## src/rtl/delta_arbiter_pkg.sv

```systemverilog
// Shared definitions for the per-channel delta scheduler.
// Config addresses and the decoded config operation type.
package delta_arbiter_pkg;

    localparam logic [15:0] ARB_EN_ADDR   = 16'h0040;
    localparam logic [15:0] ARB_CLR_ADDR  = 16'h0041;
    localparam logic [15:0] ARB_IDLE_ADDR = 16'h0042;

    typedef enum logic [1:0] {
        OP_NONE,
        OP_EN,
        OP_CLR,
        OP_IDLE
    } cfg_op_e;

    function automatic cfg_op_e decode_op(input logic en,
                                          input logic [15:0] addr);
        decode_op = OP_NONE;
        if (en) begin
            case (addr)
                ARB_EN_ADDR:   decode_op = OP_EN;
                ARB_CLR_ADDR:  decode_op = OP_CLR;
                ARB_IDLE_ADDR: decode_op = OP_IDLE;
                default:       decode_op = OP_NONE;
            endcase
        end
    endfunction

endpackage

```

## src/rtl/delta_arbiter_rr.sv

```systemverilog
// Round-robin priority search with its own pointer register.
// The pointer only moves when a grant is actually issued.
module rr_arbiter #(
    parameter int N     = 8,
    parameter int W_IDX = 5
) (
    input  logic             clk,
    input  logic             rst,
    input  logic [N-1:0]     req,
    input  logic             adv,
    output logic             gnt_valid,
    output logic [W_IDX-1:0] gnt_idx
);

    localparam int W_SEL = (N > 1) ? $clog2(N) : 1;

    logic [W_IDX-1:0] ptr;
    logic [W_IDX-1:0] ptr_nxt;
    logic [W_SEL-1:0] sel;
    int               s;

    always_comb begin
        gnt_valid = 1'b0;
        gnt_idx   = '0;
        sel       = '0;
        s         = 0;
        for (int i = 0; i < N; i++) begin
            s = int'(ptr) + i;
            if (s >= N) s = s - N;
            sel = W_SEL'(s);
            if (adv && !gnt_valid && req[sel]) begin
                gnt_valid = 1'b1;
                gnt_idx   = W_IDX'(s);
            end
        end
        ptr_nxt = (int'(gnt_idx) == N - 1) ? '0 : gnt_idx + W_IDX'(1);
    end

    always_ff @(posedge clk) begin
        if (rst) begin
            ptr <= '0;
        end else if (gnt_valid) begin
            ptr <= ptr_nxt;
        end
    end

endmodule

```

## src/rtl/delta_arbiter.sv

```systemverilog
// Buffers one coalesced delta per channel and issues them round-robin
// to output_filter, with programmable forced-idle insertion.
module delta_arbiter
    import delta_arbiter_pkg::*;
#(
    parameter int W_CHAN    = 5,
    parameter int N_CHAN    = 8,
    parameter int W_DELTA   = 18,
    parameter int W_IDLE    = 8,
    parameter int W_CCNT    = 16,
    parameter int W_WR_ADDR = 16,
    parameter int W_WR_CHAN = 5,
    parameter int W_WR_DATA = 48
) (
    input  logic                        clk_in,
    input  logic                        rst_in,
    input  logic [N_CHAN-1:0]           req_dv_in,
    input  logic [N_CHAN*W_DELTA-1:0]   req_delta_in,
    input  logic                        wr_en,
    input  logic [W_WR_ADDR-1:0]        wr_addr,
    input  logic [W_WR_CHAN-1:0]        wr_chan,
    input  logic [W_WR_DATA-1:0]        wr_data,
    output logic                        dv_out,
    output logic [W_CHAN-1:0]           chan_out,
    output logic signed [W_DELTA-1:0]   delta_out,
    output logic [N_CHAN-1:0]           pend_out,
    output logic [W_CCNT-1:0]           ccnt_out
);

    localparam logic [W_DELTA-1:0] DMAX = {1'b0, {(W_DELTA-1){1'b1}}};
    localparam logic [W_DELTA-1:0] DMIN = {1'b1, {(W_DELTA-1){1'b0}}};

    logic [W_DELTA-1:0] dbuf  [N_CHAN];
    logic [W_DELTA-1:0] buf_d [N_CHAN];
    logic [N_CHAN-1:0]  pend_q, pend_d, en_q, clr, gnt_oh, coal;
    logic [W_IDLE-1:0]  idle_p, idle_cnt;
    logic [W_DELTA-1:0] gnt_delta;
    logic [W_CCNT:0]    csum;
    logic [W_CHAN-1:0]  gnt_idx;
    logic               gnt_valid, force_idle, wr_ok, stb;
    cfg_op_e            op;
    logic               wr_data_unused;

    function automatic logic [W_DELTA-1:0] sat_add(
        input logic [W_DELTA-1:0] a,
        input logic [W_DELTA-1:0] b
    );
        logic [W_DELTA:0] s;
        s = {a[W_DELTA-1], a} + {b[W_DELTA-1], b};
        if (s[W_DELTA] != s[W_DELTA-1]) sat_add = s[W_DELTA] ? DMIN : DMAX;
        else                            sat_add = s[W_DELTA-1:0];
    endfunction

    assign wr_data_unused = ^wr_data[W_WR_DATA-1:W_IDLE];
    assign op             = decode_op(wr_en, 16'(wr_addr));
    assign wr_ok          = int'(wr_chan) < N_CHAN;
    assign force_idle     = (idle_p != '0) && (idle_cnt >= idle_p);
    assign pend_out       = pend_q;

    rr_arbiter #(.N(N_CHAN), .W_IDX(W_CHAN)) u_rr (
        .clk       (clk_in),
        .rst       (rst_in),
        .req       (pend_q & en_q),
        .adv       (~force_idle),
        .gnt_valid (gnt_valid),
        .gnt_idx   (gnt_idx)
    );

    always_comb begin
        pend_d    = pend_q;
        buf_d     = dbuf;
        coal      = '0;
        clr       = '0;
        gnt_oh    = '0;
        gnt_delta = '0;
        stb       = 1'b0;
        for (int i = 0; i < N_CHAN; i++) begin
            clr[i] = wr_ok && (int'(wr_chan) == i) &&
                     (op == OP_CLR || (op == OP_EN && !wr_data[0]));
            gnt_oh[i] = gnt_valid && (int'(gnt_idx) == i);
            if (gnt_oh[i]) gnt_delta = dbuf[i];
            stb = req_dv_in[i] && en_q[i];
            // A clear beats a same-cycle strobe, but never a grant.
            if (clr[i]) begin
                pend_d[i] = 1'b0;
            end else if (stb) begin
                pend_d[i] = 1'b1;
                if (pend_q[i] && !gnt_oh[i]) begin
                    buf_d[i] = sat_add(dbuf[i], req_delta_in[i*W_DELTA +: W_DELTA]);
                    coal[i]  = 1'b1;
                end else begin
                    buf_d[i] = req_delta_in[i*W_DELTA +: W_DELTA];
                end
            end else if (gnt_oh[i]) begin
                pend_d[i] = 1'b0;
            end
        end
        csum = {1'b0, ccnt_out} + (W_CCNT+1)'($countones(coal));
    end

    always_ff @(posedge clk_in) begin
        if (rst_in) begin
            pend_q    <= '0;
            en_q      <= '1;
            idle_p    <= '0;
            idle_cnt  <= '0;
            dv_out    <= 1'b0;
            chan_out  <= '0;
            delta_out <= '0;
            ccnt_out  <= '0;
            for (int i = 0; i < N_CHAN; i++) dbuf[i] <= '0;
        end else begin
            pend_q <= pend_d;
            dbuf   <= buf_d;
            if (op == OP_IDLE) idle_p <= wr_data[W_IDLE-1:0];
            for (int i = 0; i < N_CHAN; i++) begin
                if (op == OP_EN && wr_ok && int'(wr_chan) == i) en_q[i] <= wr_data[0];
            end
            ccnt_out <= csum[W_CCNT] ? '1 : csum[W_CCNT-1:0];
            if (!gnt_valid)          idle_cnt <= '0;
            else if (idle_cnt != '1) idle_cnt <= idle_cnt + W_IDLE'(1);
            dv_out <= gnt_valid;
            if (gnt_valid) begin
                chan_out  <= gnt_idx;
                delta_out <= gnt_delta;
            end
        end
    end

endmodule
```

## config.mk

```make
export PLATFORM = sky130hd
export DESIGN_NAME = delta_arbiter
export DESIGN_NICKNAME = d
export VERILOG_FILES = /design/src/rtl/delta_arbiter_pkg.sv /design/src/rtl/delta_arbiter_rr.sv /design/src/rtl/delta_arbiter.sv
export SDC_FILE = /design/constraint.sdc
export NUM_CORES = 1
export LEC_CHECK = 0
export CAP_MARGIN = 15
export CORE_MARGIN = 10
export CORE_UTILIZATION = 60
export CTS_CLUSTER_SIZE = 14
export DETAILED_ROUTE_END_ITERATION = 12
export PLACE_DENSITY = 0.86
export SYNTH_ARGS = -nofsm -noshare
export SYNTH_HDL_FRONTEND = slang
export SYNTH_HIERARCHICAL = 1
export SYNTH_SLANG_ARGS = --single-unit
```

## constraint.sdc

```tcl
create_clock -name clk_in -period 16.2 [get_ports clk_in]
set_clock_uncertainty 0.1 [all_clocks]
set_input_delay 2.43 -clock clk_in [delete_from_list [all_inputs] [get_ports clk_in]]
set_output_delay 2.43 -clock clk_in [all_outputs]
set_load 0.005 [all_outputs]
```

==> impl_metrics.env, run 1 <==
export IMPL_path_delay_family="adder cells"
export IMPL_cts_tree="yes"
export IMPL_switching_share=0.488
export IMPL_synth_edf_count=0
export IMPL_cts_root_buf="clkbuf_16"
export IMPL_crit_required_ns=16.49
export IMPL_arrival_ns=10.28
export IMPL_ys_types=115
export IMPL_layout_drive_gt1_share=0.0575
export IMPL_status="completed"
export IMPL_p_switching_mw=1.98
export IMPL_cts_buffers_inserted=27
export IMPL_die_area_um2=41600
export IMPL_hold_path_class="register to register"
export IMPL_drt_iter0_markers=2201
export IMPL_initial_utilization=0.606
export IMPL_clkPwrFrac=0.176
export IMPL_ctsHoldBuffers=0
export IMPL_rsz0062_at_grt="no"
export IMPL_synth_seq_cells=221
export IMPL_power_density_nw_per_um2=170
export IMPL_power_frac_comb=0.630
export IMPL_dr_pass1_iters=6
export IMPL_fp_dieW_um=204
export IMPL_power_frac_seq=0.193
export IMPL_worst_hold_slack_ns=0.391
export IMPL_htree_levels=1
export IMPL_max_slew_worst_pin_slew_ns=1.13
export IMPL_ys_seq_area_frac=0.218
export IMPL_fin_nets=3187
export IMPL_grt_pass1_vias=20900
export IMPL_grt_pass1_wl_um=113000
export IMPL_internal_power_mw=2.08
export IMPL_avgSynthCellArea_um2=7.75
export IMPL_cpPeakStageDelay_ns=0.86
export IMPL_portBuffers=231
export IMPL_cp_start_kind="register"
export IMPL_finalSetupViolations=0
export IMPL_synth_ff_type="dfxtp_1"
export IMPL_area_growth_pct=17.6
export IMPL_critPathKind="register to register"
export IMPL_antenna_found_initial=2
export IMPL_rows=67
export IMPL_cts_resized=0
export IMPL_remaining_drc_errors=0
export IMPL_period_needed_ns=9.99
export IMPL_grt_overflow=0
export IMPL_postCtsSetupBuffers=0
export IMPL_post_drt_via_cell_ratio=6.75
export IMPL_wl_per_cell_um=22.2
export IMPL_cts_sinks=221
export IMPL_worstPathMaxFanout=23
export IMPL_slowest_stage="ha_1"
export IMPL_cap_viol_max_count=0
export IMPL_timing_fmax_mhz=100
export IMPL_syn_inst=2616
export IMPL_final_setup_tns_ns=0
export IMPL_place_congestion=0.966
export IMPL_wirelength_um=72000
export IMPL_async_flop_share=0
export IMPL_leakage_nw=9.41
export IMPL_cp_num_buf_inv=5
export IMPL_end_kind="register"
export IMPL_clk_pin_slew_ns=0.07
export IMPL_yosysWarnings=6
export IMPL_grt_usage=0.329
export IMPL_grt_max_degree=87
export IMPL_num_vias=21900
export IMPL_syn_nets=3025
export IMPL_crit_path_frequent_cell="fa_1"
export IMPL_post_route_period_util=0.617
export IMPL_clockBufferDepth=3
export IMPL_drv_slew=0
export IMPL_hpwl_um=54000
export IMPL_postRouteAntennaNets=0
export IMPL_maxSlewHeadroom=0.246
export IMPL_coreArea_um2=33400
export IMPL_vdd_drop_max_mv=0.147
export IMPL_die_y_um=204
export IMPL_clk_insertion_delay_late_ns=0.56
export IMPL_n_fill_cell=2621
export IMPL_netlist_area_um2=20300
export IMPL_finalHoldViolCount=0
export IMPL_ios=272
-- per-stage QoR --
stage / cell area (um2) / util / total power [mW] / cells / setup slack [ns]
floorplan: 20300 / - / 2.56 / 2616 / 7.45
global placement: 22800 / 0.681 / 3.19 / 3193 / 6.63
detailed placement: 22800 / 0.681 / 3.25 / 3193 / 6.46
CTS: 23800 / 0.712 / 3.98 / 3242 / 6.43
global route: 23900 / 0.713 / 4.29 / 3247 / 5.75
finish: 23900 / 0.713 / 4.06 / 3247 / 6.21
-- final cells by class --
type | instances | area (um2) | area share
clock inverter | 12 | 270 | 0.0113
antenna | 1 | 2.50 | 0.000105
timing repair buffer | 265 | 2580 | 0.108
clock buffer | 37 | 763 | 0.0320
sequential | 221 | 4420 | 0.185
tap | 448 | 561 | 0.0235
multi-input combinational | 2161 | 14900 | 0.624
inverter | 102 | 383 | 0.0160
-- state kept, by name (all words and copies together) (netlist names) --
signal,cells
ccnt_out,16
chan_out,5
dbuf,144
delta_out,18
dv_out,1
en_q,8
idle_cnt,8
idle_p,8
pend_out,8
u_rr/ptr,5
-- layer usage --
metal,global-route usage,vias to the layer above,share of wire
li1,-,10200,-
met1,0.426,10300,0.40
met2,0.520,1165,0.45
met3,0.0644,199,0.10
met4,0.149,2,0.046
met5,0,-,0.00018
-- worst paths after layout --
kind | startpoint | cells past startpoint | slack, ns | to
worst max register to register | u_rr/ptr[1]$_SDFFE_PP0P_ | 29 | 6.21 | ccnt_out[2]$_SDFF_PP0_
worst max-delay path | u_rr/ptr[1]$_SDFFE_PP0P_ | 29 | 6.21 | ccnt_out[2]$_SDFF_PP0_
worst min-delay path | dbuf[129]$_SDFFE_PP0P_ | 2 | 0.39 | dbuf[129]$_SDFFE_PP0P_
worst min register to register | dbuf[129]$_SDFFE_PP0P_ | 2 | 0.39 | dbuf[129]$_SDFFE_PP0P_
-- kinds of logic after synthesis --
family	share of synthesized area
AOI/OAI and AO/OA	0.313
and+or+nand+nor	0.204
buffers and inverters	0.0489
DFF	0.218
adders and majority gates	0.121
xor gates and xnor gates	0.0497
muxes	0.0455
-- worst reg2reg max path, delay by kind of cell, from the launching register on --
family                   cells  cell delay [ns]
flip-flops                   1             0.33
AO/OA/AOI/OAI                9             2.04
multiplexers                 1             0.64
adder cells (fa/ha/maj)      6             3.36
buffers and inverters        5             0.89
AND/OR/NAND/NOR              8             2.46
-- power groups by stage --
| stage | combinational (mW) | clock, mW | sequential (mW) |
|---|---|---|---|
| global route | 2.76 | 0.739 | 0.790 |
| floorplan | 1.83 | 0 | 0.727 |
| finish | 2.56 | 0.715 | 0.785 |
| CTS | 2.48 | 0.716 | 0.776 |
| global placement | 2.40 | 0 | 0.783 |
| detailed placement | 2.46 | 0 | 0.787 |
-- cell usage in the layout (no fill, tap or decap), drive strengths merged, types with 35 or more instances in the layout --
| cell | instances |
|---|---|
| ha | 172 |
| nand3 | 103 |
| a21o | 49 |
| nand2 | 270 |
| clkdlybuf4s50 | 230 |
| o21ai | 219 |
| a221oi | 39 |
| nand2b | 46 |
| a21oi | 209 |
| clkbuf | 37 |
| mux2i | 55 |
| o21a | 42 |
| buf | 35 |
| o211ai | 69 |
| a31oi | 46 |
| nor2 | 188 |
| xnor2 | 82 |
| dfxtp | 221 |
| a211oi | 57 |
| nor3 | 64 |
| inv | 98 |
-- cell usage after synthesis, types with 9 or more instances --
cell,count,area share
mux4_2,10,0.011
fa_1,13,0.013
nand3b_1,16,0.0059
a221oi_1,38,0.016
nand2b_1,46,0.014
and3_1,19,0.0059
a211oi_1,53,0.020
and2_1,27,0.0083
nor3b_1,10,0.0037
nand3_1,103,0.025
nor2b_1,25,0.0077
a311oi_1,12,0.0052
nor4_1,18,0.0056
or3_1,11,0.0034
o311a_1,14,0.0069
mux2i_1,55,0.027
o211ai_1,67,0.025
a222oi_1,17,0.0084
o21ai_1,9,0.0022
xor2_1,33,0.014
nor3_1,59,0.015
nor2_1,187,0.035
o21bai_1,13,0.0048
ha_1,172,0.11
o21a_1,42,0.016
o31ai_1,14,0.0052
o21ai_0,207,0.051
buf_2,29,0.0072
inv_1,97,0.018
nand4_1,19,0.0059
a21o_1,49,0.018
nand2_1,268,0.050
a21oi_1,204,0.050
clkbuf_1,86,0.016
xnor2_1,82,0.035
dfxtp_1,221,0.22
a31oi_1,43,0.013
No activity file was read; power rests on OpenSTA's default activity.
==> run 2: changes to the inputs <==
Settings changed: CORE_UTILIZATION 60 to 57, PLACE_DENSITY 0.86 to 0.82.
Clock period 16.2 ns to 9.2 ns, I/O delays scaled along.
==> run 2 against run 1 <==
  * Utilization fell by 3.4 points
  * Combinational power rose by 83%
  * Flip-flop and latch count is the same
  * Cell area rose by 0.46%
  * Fmax grew 15%
  * Global-route usage down 1.2 points
  * Die area rose by 4.7%
==> impl_metrics.env, run 2 (synthesis gave the netlist of run 1 again) <==
export IMPL_initial_utilization=0.574
export IMPL_fin_util=0.679
export IMPL_power_density_nw_per_um2=302
export IMPL_place_congestion=0.982
export IMPL_max_slew_worst_pin_slew_ns=1.18
export IMPL_mostFrequentLayoutCell="nand2_1"
export IMPL_layout_common_cells="nand2_1 (268), clkdlybuf4s50_1 (230), dfxtp_1 (221)"
export IMPL_area_growth_pct=18.2
export IMPL_die_y_um=209
export IMPL_cts_root_buf="clkbuf_16"
export IMPL_grt_pass1_wl_um=114000
export IMPL_internal_power_mw=3.67
export IMPL_clkPwrFrac=0.163
export IMPL_dp_slack_ns=0.0876
export IMPL_n_fill_cell=2941
export IMPL_post_route_period_util=0.943
export IMPL_finalSetupViolations=0
export IMPL_status="completed"
export IMPL_num_antenna_cells=0
export IMPL_cts_sinks=221
export IMPL_top_regs="dbuf x144, delta_out x18, ccnt_out x16"
export IMPL_die_area_um2=43500
export IMPL_p_switching_mw=3.56
export IMPL_fin_nets=3205
export IMPL_finalHoldViolCount=0
export IMPL_largest_register_ffs=144
export IMPL_worstPathMaxFanout=6
export IMPL_wirelength_um=73700
export IMPL_dp_cells=3223
export IMPL_power_frac_seq=0.189
export IMPL_grt_overflow=0
export IMPL_final_setup_tns_ns=0
export IMPL_crit_required_ns=9.51
export IMPL_maxSlewHeadroom=0.213
export IMPL_postLayoutCellArea_um2=24000
export IMPL_drt_iter0_markers=2133
export IMPL_layout_drive_gt1_share=0.0649
export IMPL_cpPeakStageDelay_ns=0.53
export IMPL_top_register="dbuf"
export IMPL_period_needed_ns=8.68
export IMPL_grt_usage=0.317
export IMPL_path_delay_family="adder cells"
export IMPL_slowest_stage="fa_1"
export IMPL_leakage_nw=9.48
export IMPL_multi_input_area_um2=14900
export IMPL_antenna_found_initial=2
export IMPL_remaining_drc_errors=0
export IMPL_fp_dieW_um=209
export IMPL_clk_insertion_delay_late_ns=0.56
export IMPL_end_kind="register"
export IMPL_final_cells=3279
export IMPL_hpwl_um=55300
export IMPL_final_seq_area_um2=4420
export IMPL_portBuffers=231
export IMPL_num_vias=21900
export IMPL_cp_start_kind="register"
export IMPL_ios=272
export IMPL_post_drt_via_cell_ratio=6.67
export IMPL_power_frac_comb=0.647
export IMPL_power_mw=7.23
export IMPL_timing_fmax_mhz=115
export IMPL_cp_num_buf_inv=7
export IMPL_rows=69
export IMPL_arrival_ns=8.98
export IMPL_ctsHoldBuffers=0
export IMPL_drv_slew=0
export IMPL_vdd_drop_max_mv=0.382
export IMPL_worst_hold_slack_ns=0.374
export IMPL_setup_slack_ns=0.525
export IMPL_coreArea_um2=35300
export IMPL_htree_levels=1
export IMPL_clk_pin_slew_ns=0.06
export IMPL_cap_viol_max_count=0
export IMPL_cts_tree="yes"
export IMPL_dr_pass1_iters=12
export IMPL_dpl_instance_area_um2=22900
export IMPL_cts_buffers_inserted=28
export IMPL_rsz0062_at_grt="no"
export IMPL_switching_share=0.493
export IMPL_grt_max_degree=72
export IMPL_grt_pass1_vias=20800
export IMPL_clockBufferDepth=3
export IMPL_hold_path_class="register to register"
export IMPL_critPathKind="register to register"
export IMPL_postRouteAntennaNets=0
export IMPL_wl_per_cell_um=22.5
-- run 2: changes by cell type in the layout (fill, tap and decap cells not counted), moves of 2 or more --
cell	change
clkbuf_1	+3
clkbuf_16	+2
clkinv_2	+4
clkinv_4	-2
buf_4	+17
nor3b_1	-2
nor3b_2	+2
bufinv_16	-4
-- run 2: power groups by stage --
stage / Combinational, mW / Sequential, mW / Clock, mW
after floorplan: 3.22 / 1.28 / 0
after CTS: 4.54 / 1.35 / 1.19
final: 4.68 / 1.37 / 1.18
after global routing: 5.05 / 1.38 / 1.23
after detailed placement: 4.49 / 1.37 / 0
after global placement: 4.40 / 1.37 / 0
-- run 2: repair_timing --
item	CTS	global route
endpoints found under the setup margin	2	16
buffers inserted	0	1
gates resized for setup	1	5
pin swaps	0	1
-- run 2: layout make-up --
type | instances | share of cell area
multi-input combinational | 2161 | 0.622
sequential | 221 | 0.185
timing repair buffer | 282 | 0.113
clock buffer | 42 | 0.0344
tap | 461 | 0.0241
inverter | 102 | 0.0160
clock inverter | 10 | 0.00637
-- run 2: per-layer routing --
layer | routed length [um] | vias up | GRT usage | part of all wire
li1 | - | 10200 | - | -
met1 | 30200 | 10400 | 0.411 | 0.41
met2 | 32600 | 1111 | 0.499 | 0.44
met3 | 7290 | 157 | 0.0632 | 0.099
met4 | 3570 | 4 | 0.144 | 0.048
met5 | 28 | - | 0 | 0.00038
-- run 2: final timing paths --
path | startpoint | to | slack, ns | depth (start not counted)
max | idle_cnt[0]$_SDFFE_PP0P_ | ccnt_out[8]$_SDFF_PP0_ | 0.52 | 37
min | dbuf[125]$_SDFFE_PP0P_ | dbuf[125]$_SDFFE_PP0P_ | 0.37 | 2
max reg2reg | idle_cnt[0]$_SDFFE_PP0P_ | ccnt_out[8]$_SDFF_PP0_ | 0.52 | 37
min reg2reg | dbuf[125]$_SDFFE_PP0P_ | dbuf[125]$_SDFFE_PP0P_ | 0.37 | 2
-- run 2: worst reg2reg max path, delay by kind of cell, from the launching register on --
kind | cells | cell delay, ns
XOR/XNOR | 1 | 0.17
adder cells (fa/ha/maj) | 6 | 2.70
AO/OA/AOI/OAI | 13 | 2.62
AND/OR/NAND/NOR | 10 | 1.73
flip-flops | 1 | 0.37
buffers and inverters | 7 | 0.81
==> run 3: changes to the inputs <==
Settings changed: CORE_MARGIN 10 to 5.
==> run 3 against run 2 <==
  * Global-route usage is 2.8 points higher
  * Utilization is essentially flat
  * Routed wire length fell by 3.0%
  * Sequential share of layout area about the same
  * Count of clock-buffer cells in the layout shrank 3
  * Cell count hardly changed
  * Setup slack got worse by 0.040 ns
==> impl_metrics.env, run 3 (synthesis gave the netlist of run 1 again) <==
export IMPL_finalSetupViolations=0
export IMPL_final_setup_tns_ns=0
export IMPL_hold_start="dbuf[71]$_SDFFE_PP0P_"
export IMPL_maxSlewHeadroom=0.190
export IMPL_power_frac_comb=0.642
export IMPL_internal_power_mw=3.67
export IMPL_top_regs="dbuf x144, delta_out x18, ccnt_out x16"
export IMPL_fp_dieW_um=199
export IMPL_hold_path_class="register to register"
export IMPL_min_path_cells=2
export IMPL_hpwl_um=53400
export IMPL_drt_iter0_markers=2271
export IMPL_p_switching_mw=3.51
export IMPL_switching_share=0.489
export IMPL_place_congestion=1.01
export IMPL_cts_tree="yes"
export IMPL_wirelength_um=71500
export IMPL_ios=272
export IMPL_clockBufferDepth=3
export IMPL_top_register="dbuf"
export IMPL_clkPwrFrac=0.167
export IMPL_hold_path_end="dbuf[71]$_SDFFE_PP0P_"
export IMPL_power_frac_seq=0.191
export IMPL_post_drt_via_cell_ratio=6.70
export IMPL_arrival_ns=9.03
export IMPL_finalHoldViolCount=0
export IMPL_crit_required_ns=9.51
export IMPL_grt_pass1_vias=21000
export IMPL_fin_nets=3202
export IMPL_drv_slew=0
export IMPL_path_delay_family="adder cells"
export IMPL_grt_overflow=0
export IMPL_grt_pass1_wl_um=112000
export IMPL_power_mw=7.17
export IMPL_num_vias=21900
export IMPL_htree_levels=1
export IMPL_area_growth_pct=18.2
export IMPL_mostFrequentLayoutCell="nand2_1"
export IMPL_wl_per_cell_um=21.8
export IMPL_clk_pin_slew_ns=0.06
export IMPL_antenna_found_initial=2
export IMPL_cts_sinks=221
export IMPL_largest_register_ffs=144
export IMPL_leakage_nw=9.48
export IMPL_timing_fmax_mhz=115
export IMPL_period_needed_ns=8.71
export IMPL_cts_buffers_inserted=28
export IMPL_dr_pass1_iters=8
export IMPL_die_area_um2=39400
export IMPL_coreArea_um2=35300
export IMPL_portBuffers=231
export IMPL_layout_common_cells="nand2_1 (268), clkdlybuf4s50_1 (230), dfxtp_1 (221)"
export IMPL_max_slew_worst_pin_slew_ns=1.21
export IMPL_die_y_um=199
export IMPL_reg2reg_to="ccnt_out[8]$_SDFF_PP0_"
export IMPL_critPathKind="register to register"
export IMPL_rows=69
export IMPL_post_route_period_util=0.947
export IMPL_cp_start_kind="register"
export IMPL_layout_drive_gt1_share=0.0633
export IMPL_rsz0062_at_grt="no"
export IMPL_remaining_drc_errors=0
export IMPL_initial_utilization=0.574
export IMPL_cts_root_buf="clkbuf_16"
export IMPL_vdd_drop_max_mv=0.274
export IMPL_slowest_stage="fa_1"
export IMPL_grt_max_degree=71
export IMPL_status="completed"
export IMPL_postRouteAntennaNets=0
export IMPL_postCtsSetupBuffers=0
export IMPL_worstPathMaxFanout=13
export IMPL_end_kind="register"
export IMPL_cp_num_buf_inv=6
export IMPL_r2r_setup_slack_ns=0.49
export IMPL_cpPeakStageDelay_ns=0.53
export IMPL_power_density_nw_per_um2=299
export IMPL_n_fill_cell=2978
export IMPL_rr_startpoint="idle_cnt[0]$_SDFFE_PP0P_"
export IMPL_reg2reg_depth=36
export IMPL_clk_insertion_delay_late_ns=0.57
export IMPL_grt_usage=0.345
export IMPL_cap_viol_max_count=0
-- run 3: changes by cell type in the layout (fill, tap and decap cells not counted), sizes merged --
| cell | change |
|---|---|
| buf | -3 |
| clkbuf | -3 |
| clkinv | +2 |
| bufinv | +1 |
| clkinvlp | -1 |
| diode | +1 |
-- run 3: routing by layer --
layer | GRT usage | wire length (um) | vias to the layer above
li1 | - | - | 10200
met3 | 0.0628 | 6680 | 198
met5 | 0 | 13 | -
met4 | 0.155 | 3770 | 2
met1 | 0.461 | 29400 | 10400
met2 | 0.546 | 31700 | 1095
-- run 3: how the worst max path moves through the flow --
stage	startpoint	to	slack (ns)	cells after the start
4_1_cts	idle_cnt[0]$_SDFFE_PP0P_	ccnt_out[0]$_SDFF_PP0_	0.04	35
3_5_place_dp	idle_cnt[0]$_SDFFE_PP0P_	ccnt_out[0]$_SDFF_PP0_	0.08	35
2_1_floorplan	idle_cnt[0]$_SDFFE_PP0P_	ccnt_out[10]$_SDFF_PP0_	0.45	36
5_1_grt	idle_cnt[0]$_SDFFE_PP0P_	ccnt_out[8]$_SDFF_PP0_	0.0007	36
3_3_place_gp	idle_cnt[0]$_SDFFE_PP0P_	ccnt_out[0]$_SDFF_PP0_	0.32	35
6_report	idle_cnt[0]$_SDFFE_PP0P_	ccnt_out[8]$_SDFF_PP0_	0.49	36
-- run 3: cell type report --
| cell class | instances | area [um2] | share of cell area |
|---|---|---|---|
| multi-input cells | 2161 | 14900 | 0.622 |
| flip-flops and latches | 221 | 4420 | 0.185 |
| well taps | 461 | 577 | 0.0241 |
| inverters | 102 | 383 | 0.0160 |
| diodes | 1 | 2.50 | 0.000104 |
| clock inverters | 12 | 196 | 0.00820 |
| repair buffers | 279 | 2690 | 0.112 |
| clock buffers | 39 | 792 | 0.0331 |
-- run 3: metrics by stage --
stage                      util  std cells  setup slack [ns]  hold slack [ns]  instance area [um2]
after floorplan               -       2616             0.446            0.345                20300
after global placement    0.649       3220             0.320            0.369                22900
after detailed placement  0.649       3220            0.0846            0.373                22900
after CTS                 0.677       3271            0.0449            0.382                23900
after global routing      0.679       3275          0.000679            0.397                24000
final                     0.679       3276             0.485            0.385                24000
-- run 3: what timing repair did --
| item | in CTS | in global routing |
|---|---|---|
| hold buffers | 0 | 0 |
| endpoints found under the setup margin | 0 | 16 |
| resized for setup | 0 | 4 |
-- run 3: power groups by stage --
stage / Clock, mW / Sequential (mW) / Combinational (mW)
2_1_floorplan: 0 / 1.28 / 3.22
3_3_place_gp: 0 / 1.37 / 4.32
3_5_place_dp: 0 / 1.38 / 4.42
4_1_cts: 1.21 / 1.36 / 4.45
5_1_grt: 1.25 / 1.38 / 4.96
6_report: 1.20 / 1.37 / 4.60
-- run 3: worst min-delay path, stage by stage, from the launching register on --
cell and delay (ns):
dfxtp_1 0.33, nand2_1 0.06, a21oi_1 0.05
==> variant (settings of run 1) <==
The parameter `W_IDLE` goes from 8 to 9.
--- a/src/rtl/delta_arbiter.sv
+++ b/src/rtl/delta_arbiter.sv
@@ -7,5 +7,5 @@
     parameter int N_CHAN    = 8,
     parameter int W_DELTA   = 18,
-    parameter int W_IDLE    = 8,
+    parameter int W_IDLE    = 9,
     parameter int W_CCNT    = 16,
     parameter int W_WR_ADDR = 16,
Function: changed (a bounded check fails within 4 cycles, from zero or initial values and one cycle with rst_in high).
==> variant against run 1 <==
Non-clock buffer count fell by 2; die area fell by 1.5%; clock power is 9.4% lower; largest power group unchanged; area after synthesis is 1.7% lower; routed wire length decreased by 2.0%; sequential cell count grew 2; synthesized cell count shrank 1.8%; utilization is 0.51 points higher; maximum frequency is 0.66% higher; critical endpoint is now ccnt_out[4]; setup slack better by 0.066 ns; design area shrank 1.5%; power decreased by 4.0%; global-route usage decreased by 0.10 points.
==> variant: results (changes against run 1) <==
[outcome]
status=complete, no violations  ; unchanged

[layout]
final_net_count=3143  ; was 3187
fillCellCount=2654  ; was 2621
nClkBuffers=36  ; was 37
n_antenna_cell=3  ; was 1
multi_input_gates=2127  ; was 2161
final-nonclk-buf-share_pct=10.88  ; was 10.80%
seq_area_um2=4464  ; was 4424 um^2
clk_share_pct=3.995  ; was 4.332%
n_all_buffers=263  ; was 265
seq_cell_count=223  ; was 221

[global_routing]
grt_pass1_vias=20330  ; was 20850
grt_max_degree=114  ; was 87
grt_usage_pct=32.79  ; was 32.89%
use_met1_pct=42.62  ; was 42.61%
gr-usage-met2_pct=51.45  ; was 51.96%
met3_usage_pct=8.044  ; was 6.435%
grt_pass1_wl_mm=111.4  ; was 112.5 mm
antenna_found_initial=3  ; was 2

[placed_design]
gp_congestion=0.9737  ; was 0.9662
place_area_um2=22550  ; was 22780 um^2
io_buffers=232  ; was 231
dp_hpwl_mm=53.46  ; was 53.98 mm

[routing]
drt_iter0_markers=2185  ; was 2201
vias_per_cell=6.664  ; was 6.746
met1Wirelength_mm=28.67  ; was 29.17 mm
highest_layer=met4  ; was met5
wl_met3_mm=7.807  ; was 7.189 mm
met2_length_mm=31.42  ; was 32.34 mm
first_pass_iters=8  ; was 6

[synth]
syn-cell-area_um2=19940  ; was 20280 um^2
synth_warnings=6  ; unchanged
synthCells=2570  ; was 2616
synth_ff_type=dfxtp_1  ; unchanged
synth_seq_area_share_pct=22.39  ; was 21.82%
synthesis.nets=2981  ; was 3025
synth.distinct_cells=106  ; was 115
synthTopCellsByArea=dfxtp_1, ha_1, a21oi_1, o21ai_0, nor2_1  ; was dfxtp_1, ha_1, o21ai_0, a21oi_1, nand2_1
synth_common_cells=a21oi_1, nor2_1, dfxtp_1  ; was nand2_1, dfxtp_1, o21ai_0

[cts]
cts.clk_slew.worst_paths_ns=0.06
insertion_delay_ns=0.58  ; was 0.56 ns
cts_buffers=28  ; was 27
cts_root_buffer=clkbuf_16  ; unchanged

[power]
pg_comb_mw=2.49  ; was 2.56 mW
internal-power_mw=1.988  ; was 2.079 mW
pwr-share-comb_pct=64.0  ; was 63.0%
ir_drop_mv=0.1612  ; was 0.1466 mV
p_leak_nw=9.523  ; was 9.414 nW

[hold_path]
min_to=dbuf[111]  ; was dbuf[129]
hp-start=dbuf[111]  ; was dbuf[129]

[timing]
min_period_ns=9.928  ; was 9.994 ns
maxSlewHeadroom_pct=21.96  ; was 24.56%

[worst_setup_path]
cp-endpoint=ccnt_out[4]  ; was ccnt_out[2]
critPathArrivalTime_ns=10.24  ; was 10.28 ns
ff2ff_setup_slack_ns=6.27  ; was 6.21 ns

## variant: critical path: cells and delay by family (launching register included)
kind                     cells  cell delay, ns
adder cells (fa/ha/maj)      6            3.11
AO/OA/AOI/OAI                6            1.19
multiplexers                 1            0.65
AND/OR/NAND/NOR              9            2.61
flip-flops                   1            0.30
buffers and inverters        7            1.77
## variant: cell families (layout without fill, tap and decap cells)
kind of cell             after synthesis  after routing  share of synthesized area [%]
adder cells (fa/ha/maj)              187            187                          12.22
AND/OR/NAND/NOR                      825            825                          20.12
flip-flops                           223            223                          22.39
XOR/XNOR                             127            127                          5.578
other                                  0              3                              0
multiplexers                          92             92                          5.641
AO/OA/AOI/OAI                        896            896                          29.60
buffers and inverters                220            402                          4.449
## variant: metrics by stage
step / hold slack [ns] / util, %
after CTS: 0.3868 / 71.81
after global routing: 0.4114 / 71.83
after global placement: 0.3714 / 68.94
final: 0.3858 / 71.84
after detailed placement: 0.3776 / 68.94
after floorplan: 0.3431 / -
